[config.mk]
export PLATFORM = sky130hd
export DESIGN_NAME = fetch_sequencer
export DESIGN_NICKNAME = d
export VERILOG_FILES = /design/src/rtl/fetch_sequencer.sv
export SDC_FILE = /design/constraint.sdc
export NUM_CORES = 1
export LEC_CHECK = 0
export ABC_AREA = 1
export BUFFER_PORTS_ARGS = -buffer_cell sky130_fd_sc_hd__buf_2
export CORE_AREA = 2 2 108 110
export DETAILED_ROUTE_END_ITERATION = 10
export DIE_AREA = 0 0 110 112
export GPL_TIMING_DRIVEN = 0
export PLACE_DENSITY_LB_ADDON = 0.25
export SLEW_MARGIN = 15
export SYNTH_ARGS = -nofsm -noshare
export SYNTH_HDL_FRONTEND = slang
export SYNTH_SLANG_ARGS = --single-unit
[constraint.sdc]
create_clock -name clk -period 2.2 [get_ports clk]
set_clock_uncertainty 0.1 [all_clocks]
set_input_delay 0.11 -clock clk [delete_from_list [all_inputs] [get_ports clk]]
set_output_delay 0.11 -clock clk [all_outputs]
set_load 0.02 [all_outputs]
[src/rtl/fetch_sequencer.sv]
`default_nettype none
// ============================================================================
// Module   : fetch_sequencer
// Purpose  : Fetch-stage control: program load into instruction memory, then
//            run / single-step / halt of the pipeline front end.
//            Optional single-step support: define FETCH_SEQ_STEP_EN.
// Revision : 1.0 - initial release
// ============================================================================
module fetch_sequencer #(
  parameter int          ADDR_W       = 10,
  parameter logic [31:0] HALT_WORD    = 32'hFFFF_FFFF,
  parameter int          DRAIN_CYCLES = 4
) (
  input  logic              clk,
  input  logic              rst_n,
  input  logic              load_valid,
  input  logic [31:0]       load_data,
  input  logic              load_last,
  output logic              load_ready,
  input  logic              run_cmd,
  input  logic              step_cmd,
  input  logic [31:0]       instruction,
  input  logic              branch_taken,
  input  logic              stall_hazard,
  output logic              imem_we,
  output logic [ADDR_W-1:0] imem_waddr,
  output logic [31:0]       imem_wdata,
  output logic              pc_enable,
  output logic              pc_clear,
  output logic              ifid_enable,
  output logic              ifid_flush,
  output logic              halted,
  output logic              load_overflow,
  output logic [31:0]       cycle_count
);

  typedef enum logic [2:0] {
    S_IDLE  = 3'd0,
    S_LOAD  = 3'd1,
    S_READY = 3'd2,
    S_RUN   = 3'd3,
    S_DRAIN = 3'd4,
    S_HALT  = 3'd5
`ifdef FETCH_SEQ_STEP_EN
    , S_STEP = 3'd6
`endif
  } state_t;

  localparam logic [3:0]        c_drain_last = 4'(DRAIN_CYCLES - 1);
  localparam logic [ADDR_W-1:0] c_ptr_max    = '1;

  state_t              r_state;
  state_t              w_next;
  logic [ADDR_W-1:0]   r_ptr;
  logic                r_full;
  logic                r_imem_we;
  logic [ADDR_W-1:0]   r_imem_waddr;
  logic [31:0]         r_imem_wdata;
  logic                r_pc_clear;
  logic                r_overflow;
  logic [31:0]         r_cycle_count;
  logic [3:0]          r_drain_cnt;

  logic                w_can_load;
  logic                w_accept;
  logic                w_start;
  logic                w_fetching;
  logic                w_halt_fetch;
  logic                w_count_en;
  logic [ADDR_W-1:0]   w_waddr;
  logic                w_pc_en;
  logic                w_ifid_en;
  logic                w_flush;

  assign w_can_load = (r_state == S_IDLE) || (r_state == S_LOAD) ||
                      (r_state == S_READY) || (r_state == S_HALT);
  assign w_accept   = load_valid & w_can_load;
  // Any accepted word outside LOAD begins a fresh program at address 0.
  assign w_start    = w_accept & (r_state != S_LOAD);
  assign w_waddr    = w_start ? '0 : r_ptr;

`ifdef FETCH_SEQ_STEP_EN
  assign w_fetching = (r_state == S_RUN) || (r_state == S_STEP);
  assign w_count_en = w_fetching || (r_state == S_DRAIN);
`else
  logic w_unused_step;
  assign w_unused_step = step_cmd;
  assign w_fetching    = (r_state == S_RUN);
  assign w_count_en    = w_fetching || (r_state == S_DRAIN);
`endif

  // A halt fetched alongside a taken branch is on the wrong path.
  assign w_halt_fetch = (instruction == HALT_WORD) && !branch_taken;

  always_comb begin
    w_next    = r_state;
    w_pc_en   = 1'b0;
    w_ifid_en = 1'b0;
    w_flush   = 1'b0;

    if (w_fetching) begin
      if (branch_taken) begin
        w_pc_en   = 1'b1;
        w_ifid_en = 1'b1;
        w_flush   = 1'b1;
      end else if (!stall_hazard) begin
        w_pc_en   = 1'b1;
        w_ifid_en = 1'b1;
      end
    end

    case (r_state)
      S_IDLE, S_HALT: begin
        if (w_accept) w_next = load_last ? S_READY : S_LOAD;
      end
      S_LOAD: begin
        if (w_accept && load_last) w_next = S_READY;
      end
      S_READY: begin
        if (w_accept)     w_next = load_last ? S_READY : S_LOAD;
        else if (run_cmd) w_next = S_RUN;
`ifdef FETCH_SEQ_STEP_EN
        else if (step_cmd) w_next = S_STEP;
`endif
      end
      S_RUN: begin
        if (w_halt_fetch) w_next = S_DRAIN;
      end
`ifdef FETCH_SEQ_STEP_EN
      S_STEP: begin
        w_next = w_halt_fetch ? S_DRAIN : S_READY;
      end
`endif
      S_DRAIN: begin
        w_ifid_en = 1'b1;
        w_flush   = 1'b1;
        if (r_drain_cnt == 4'd0) w_next = S_HALT;
      end
      default: w_next = S_IDLE;
    endcase
  end

  always_ff @(posedge clk or negedge rst_n) begin
    if (!rst_n) begin
      r_state       <= S_IDLE;
      r_ptr         <= '0;
      r_full        <= 1'b0;
      r_imem_we     <= 1'b0;
      r_imem_waddr  <= '0;
      r_imem_wdata  <= '0;
      r_pc_clear    <= 1'b0;
      r_overflow    <= 1'b0;
      r_cycle_count <= '0;
      r_drain_cnt   <= '0;
    end else begin
      r_state    <= w_next;
      r_pc_clear <= w_accept & load_last;
      r_imem_we  <= 1'b0;

      if (w_start) r_overflow <= 1'b0;

      // Once the top address is written, further words are swallowed.
      if (w_accept) begin
        if (w_start || !r_full) begin
          r_imem_we    <= 1'b1;
          r_imem_waddr <= w_waddr;
          r_imem_wdata <= load_data;
          if (w_waddr == c_ptr_max) begin
            r_full <= 1'b1;
          end else begin
            r_full <= 1'b0;
            r_ptr  <= w_waddr + 1'b1;
          end
        end else begin
          r_overflow <= 1'b1;
        end
      end

      if (w_start)
        r_cycle_count <= '0;
      else if (w_count_en && (r_cycle_count != 32'hFFFF_FFFF))
        r_cycle_count <= r_cycle_count + 32'd1;

      if ((w_next == S_DRAIN) && (r_state != S_DRAIN))
        r_drain_cnt <= c_drain_last;
      else if ((r_state == S_DRAIN) && (r_drain_cnt != 4'd0))
        r_drain_cnt <= r_drain_cnt - 4'd1;
    end
  end

  assign load_ready    = w_can_load;
  assign imem_we       = r_imem_we;
  assign imem_waddr    = r_imem_waddr;
  assign imem_wdata    = r_imem_wdata;
  assign pc_enable     = w_pc_en;
  assign pc_clear      = r_pc_clear;
  assign ifid_enable   = w_ifid_en;
  assign ifid_flush    = w_flush;
  assign halted        = (r_state == S_HALT);
  assign load_overflow = r_overflow;
  assign cycle_count   = r_cycle_count;

endmodule
`default_nettype wire
# --- Yosys cells after proc, flatten, opt, wreduce, memory -nomap -nowiden ---
# Index checks and enable logic that the tools add are counted.
totals:
  in_bits: 72
  word_cells: 74
  output_inout_bits: 82
  reg_bits: 95
classes:
  eq_ne: 11
  reduce_logical: 20
  addsub: 3
  n_mux: 26
  bitwise: 4
op_table:
  columns: ["cell", "n"]
  rows:
  - ["$mux 32", 2]
  - ["$add 32x1->32 const B", 1]
  - ["$eq 32x32->1 const B", 1]
  - ["$ne 32x32->1 const B", 1]
  - ["$mux 3", 6]
  - ["$pmux 3 s5", 1]
  - ["$mux 1", 13]
  - ["$add 10x1->10 const B", 1]
  - ["$eq 10x10->1 const B", 1]
  - ["$mux 10", 1]
  - ["$eq 3x3->1 const B", 3]
  - ["$mux 4", 2]
  - ["$eq 3x2->1 const B", 2]
  - ["$logic_and 1x1->1", 5]
  - ["$logic_or 1x1->1", 5]
  - ["$logic_not 4->1", 1]
  - ["$reduce_bool 2->1", 2]
  - ["$reduce_bool 4->1", 1]
  - ["$sub 4x1->4 const B", 1]
  - ["$and 1x1->1", 3]
  - ["$eq 3x1->1 const B", 1]
  - ["$logic_not 3->1", 1]
  - ["$ne 3x1->1 const B", 1]
  - ["$ne 3x3->1 const B", 1]
  - ["6 further kinds", 7]

# --- Longest topological paths before layout ---
logic_depth:
  depth_word: 11
  ltp_mapped: 18
  ltp_nobuf: 16

# --- Least setup slack after synthesis ---
# No wires, ideal clock.
synth_timing:
  kind: "flip-flop to flip-flop"
  from: "reg r_state[0]"
  to: "reg r_ptr[6]"
  setup_time_ns: 0.117
  setup_slack_ns: -0.184
  synth_period_minus_slack_ns: 2.384
  n_path_buf: 2
  path_stages_with_launch: 18
  required_time_ns: 1.983
  arrival_ns: 2.168
  cell_sequence: "dfrtp_1 > nand2_1 > nand2_2 > nand3_4 > buf_6 > buf_2 > nand2_1 > inv_1 > ha_1 > nand2_1 > inv_1 > nand4_2 > nor2_1 > nand2_1 > nand2_2 > inv_1 > nand2_1 > nand2_1"
synth_via:
  elab_chain_len: 10
  word_cells_on_any_way: 16
  cone_classes: "add/sub: 1; eq/ne: 5; mux: 1; bitwise: 3; reduce/logical: 6"
synth_rtl:
  columns: ["item", "line", "rtl"]
  rows:
  - ["from (decl)", "52", "state_t r_state;"]
  - ["from (signal assigned)", "156", "r_state <= w_next;"]
  - ["$eq 3x1->1 or $logic_not 3->1 (tied branches)", "75", "assign w_can_load = (r_state == S_IDLE) || (r_state == S_LOAD) ||"]
  - ["$logic_or 1x1->1 (2 in series)", "75", null]
  - ["$logic_or 1x1->1 *", "76", "(r_state == S_READY) || (r_state == S_HALT);"]
  - ["net load_ready", "19", "output logic load_ready,"]
  - ["$and 1x1->1 *", "77", "assign w_accept = load_valid & w_can_load;"]
  - ["$and 1x1->1 *", "79", "assign w_start = w_accept & (r_state != S_LOAD);"]
  - ["$mux 10 *", "80", "assign w_waddr = w_start ? '0 : r_ptr;"]
  - ["net w_waddr[0]", "70", "logic [ADDR_W-1:0] w_waddr;"]
  - ["parallel branches: the longest is 3 deep, another holds $add 10x1->10", null, null]
  - ["to (signal assigned)", "172", "r_ptr <= w_waddr + 1'b1;"]
  - ["to (decl)", "54", "logic [ADDR_W-1:0] r_ptr;"]
# Mark *: on every way through the listed nets, which the timed path passes.
# A chain may end at the register's enable or synchronous reset.

# --- Final worst setup path ---
layout_timing:
  from: "reg r_state[0]"
  to: "reg r_ptr[1]"
layout_via:
  elab_chain_len: 10
  word_cells_on_any_way: 16
  cone_classes: "add/sub: 1; eq/ne: 5; mux: 1; bitwise: 3; reduce/logical: 6"
layout_rtl:
  columns: ["item", "line"]
  rows:
  - ["$eq 3x1->1 or $logic_not 3->1 (tied branches)", "75"]
  - ["$logic_or 1x1->1 (2 in series)", "75"]
  - ["$logic_or 1x1->1", "76"]
  - ["$and 1x1->1", "77"]
  - ["$and 1x1->1 *", "79"]
  - ["$mux 10 *", "80"]
  - ["net w_waddr[0]", "70"]
  - ["parallel branches: the longest is 3 deep, another holds $add 10x1->10", null]
# Marked as above.

==> impl_results.md <==
- Register area: 2380 sq um
- Placer Congestion: 0.913
- Met2 WL: 7260 um
- Final net count: 947
- Via count: 5184
- Max FO, Critical Path: 6
- R2r startpoint: r_state[0]$_DFF_PN0_
- Layout area overhead: 38.0%
- Clk_lat worst skew: 0.34 ns
- Pre-antenna DRT Iters: 6
- R2R cell count: 17
- Element type at the critical path end: flop
- Setup ws final: 0.0924 ns
- Die H: 112 um
- Number of CTS-inserted buffers: 9
- Fin. max-slew vios: 0
- Startpoint types: flop
- Slew margin rel.: 71.3%
- Vias per cell: 5.08
- Detail Placement HPWL: 10300 um
- Largest net degree at the start of global routing: 79
- Gate Count Post-Synth: 659
- Setup crit start: r_state[0]$_DFF_PN0_
- Post-route ant nets: 0
- Slowest cell delay on critical path: 0.44 ns
- Share of cells above drive strength 1: 27.0%
- Global-route wire length before repair: 24300 um
- Final setup vio count: 0
- Number of core rows: 39
- TritonCTS clock tree: done
- Post-synthesis sequential area ratio: 48.2%
- Critical Path AT: 2.24 ns
- Crit-path cells: inv_2, nand2_4, nand2_4, nand3_4, buf_8, nand2_2, inv_2, ha_4, nand2_2, inv_2, nand4_4, nor2_4, nand2_2, nand2_4, buf_4, nand2_1, nand2_1
- Flops & latches, synth: 95
- GRT Overall Usage: 25.2%
- Remaining Overflow, GRT: 0
- H-tree Lvls: 3
- Diode count: 0
- R2r setup slk: 0.09 ns
- Syn nets: 734
- Final Hold Fails: 0
- Pwr Total: 7.13 mW
- Status: complete, no violations
- Drt wl/cell: 14.5 um
- Synth cell types: 29
- Iter 0 DRT Violations: 357
- Synth warnings: 0
- Max-cap check violation count: 0
- WS Path Type: flop to flop
- Longest Clk Path Bufs: 2
- Synthesized area per cell: 7.48 sq um
- Clk Tree Root Cell: clkbuf_16
- Post-Syn Area: 4930 sq um
- DP Worst Slack: -0.295 ns
- Max layer used: met4
- CP endpoint: r_ptr[1]$_DFFE_PN0P_
- Antenna violations before repair: 0
- Die X: 110 um
- Vias in the first global route: 5137
- Filler cells: 989
- Crit share post-route: 95.8%
- Worst-margin pin slew: 0.428 ns
- Footprint of the multi-input gates: 2300 sq um
- Core Region: 11200 sq um
- Fmax: 474 MHz
- Final WL: 14800 um
- Final worst path period need: 2.11 ns
- Maximum VDD drop: 714 uV
- Worst Path Required: 2.33 ns
- Wire length on met3: 907 um
- Wl on met1: 6220 um
- CTS Sinks: 95
- IO Pins: 154
- Clk slew on worst S/H paths: 0.06 ns
- Leakage: 3.56 nW
- Initial core utilization: 44.1%
- Crit path max-delay cell type: dfrtp_2
- Port Buffers: 152
- Residual DRC count: 0
- Die ar.: 12300 sq um
- Worst reg2reg path endpoint: r_ptr[1]$_DFFE_PN0P_
- Cell Pwr Density: 1050 nW/um^2
- Worst Hold Class: primary input to flop
==> registers in the layout, indices dropped and copies added, names as in the netlist, 3 cells and up <==
register	cells
r_drain_cnt	4
imem_wdata	32
r_state	3
cycle_count	32
r_ptr	10
imem_waddr	10
==> critical path: cells and delay by family, from the launching register on <==
family	cells	cell delay, ns
buffers and inverters	5	0.51
flip-flops	1	0.44
adder cells (fa/ha/maj)	1	0.16
AND/OR/NAND/NOR	11	0.79
==> layer usage <==
layer	GRT usage, %	vias to the layer above
met5	0	-
met3	4.63	33
met1	31.9	2421
li1	-	2531
met2	41.5	199
met4	11.6	0
==> logic make-up (layout without fill, tap and decap cells) <==
group                      after synthesis  count (layout)  share of synthesized area, %
and+or+nand+nor                        408             408                          35.2
DFF                                     95              95                          48.2
buffers and inverters                   83             301                          7.18
AOI/OAI and AO/OA                       58              58                          6.52
xor gates and xnor gates                12              12                          2.13
adders and majority gates                3               3                         0.762
==> stage by stage <==
stage                     cells  util, %  cell area, sq um  TNS (ns)  hold WS, ns
after global placement      954     52.9              5910    -11.12        0.204
after global routing       1020     60.9              6810   -0.0747       0.0600
after floorplan             659        -              4970         0       -0.286
final                      1020     60.9              6810         0       0.0398
after CTS                  1013     59.9              6700         0       0.0125
after detailed placement    955     53.2              5940     -3.50       -0.137
==> cell usage after synthesis <==
master	count	share of area, %
nor2_2	2	0.25
o21ai_1	5	0.51
buf_2	8	0.81
nand3_1	31	3.1
a21oi_1	3	0.30
inv_4	1	0.13
xnor2_1	1	0.18
nand3_4	1	0.36
a21o_1	2	0.30
nor4_1	1	0.13
nand4_2	1	0.25
nor2_1	57	4.3
ha_1	3	0.76
buf_6	4	0.91
xor2_1	11	2.0
a22oi_1	2	0.30
o21ai_0	39	4.0
inv_1	60	4.6
clkbuf_1	7	0.53
inv_2	3	0.23
nand2_2	6	0.76
nand4_1	28	3.6
nor3_1	14	1.4
o211ai_1	1	0.15
dfrtp_1	95	48
nand2_1	262	20
o31ai_1	3	0.46
o21ai_2	3	0.53
nor3_2	5	1.0
==> how the worst min path moves through the flow <==
stage          slack (ns)          start                         end  depth (start not counted)
2_1_floorplan       -0.29          rst_n  cycle_count[0]$_DFFE_PN0P_                          0
3_3_place_gp         0.20  load_data[23]  imem_wdata[23]$_DFFE_PN0P_                          3
3_5_place_dp        -0.14          rst_n  cycle_count[3]$_DFFE_PN0P_                          1
4_1_cts              0.01        run_cmd        r_state[0]$_DFF_PN0_                          5
5_1_grt              0.06        run_cmd        r_state[0]$_DFF_PN0_                          5
6_report             0.04        run_cmd        r_state[0]$_DFF_PN0_                          5
==> power breakdown <==
group | internal, mW | switching (mW) | total (mW) | leakage, nW
logic | 1.01 | 1.95 | 2.96 | 2.17
registers | 2.17 | 0.285 | 2.46 | 1.23
clock network | 1.06 | 0.654 | 1.71 | 0.160
total | 4.24 | 2.89 | 7.13 | 3.56
==> cell type report <==
cell class	instances	share of cell area (%)
clock inverter	3	0.956
timing repair buffer	203	18.5
sequential	95	35.0
clock buffer	13	3.82
multi-input combinational	481	33.8
buffer	18	1.65
tap	143	2.63
inverter	64	3.64
==> cell usage in the layout, fill, tap and decap left out, types with 2 or more instances in the layout <==
cell type	count
clkbuf_16	9
inv_1	54
o21ai_1	5
buf_2	158
nand4_1	28
nor2_2	2
buf_6	4
clkbuf_1	7
nand2_4	4
dfrtp_2	2
nor3_2	5
a21oi_1	3
nor3_1	13
xor2_1	11
a21o_1	2
clkbuf_8	2
clkbuf_2	2
buf_4	15
nand2_1	257
o21ai_0	39
dlygate4sd3_1	35
o21ai_2	3
nor2_4	3
bufinv_16	2
inv_2	7
nor2_1	54
dfrtp_1	93
o31ai_1	3
nand2_2	7
nand3_1	30
a22oi_1	2
ha_4	2
inv_4	3
==> timing repair <==
| action | CTS | global route |
|---|---|---|
| hold buffers | 35 | 0 |
| gates cloned | 0 | 1 |
| setup endpoints to repair | 29 | 40 |
| setup buffers | 8 | 6 |
| pin swaps | 3 | 8 |
| hold endpoints to repair | 130 | 0 |
| resized for setup | 9 | 16 |
Note: power is estimated with default switching activity, not from simulation.
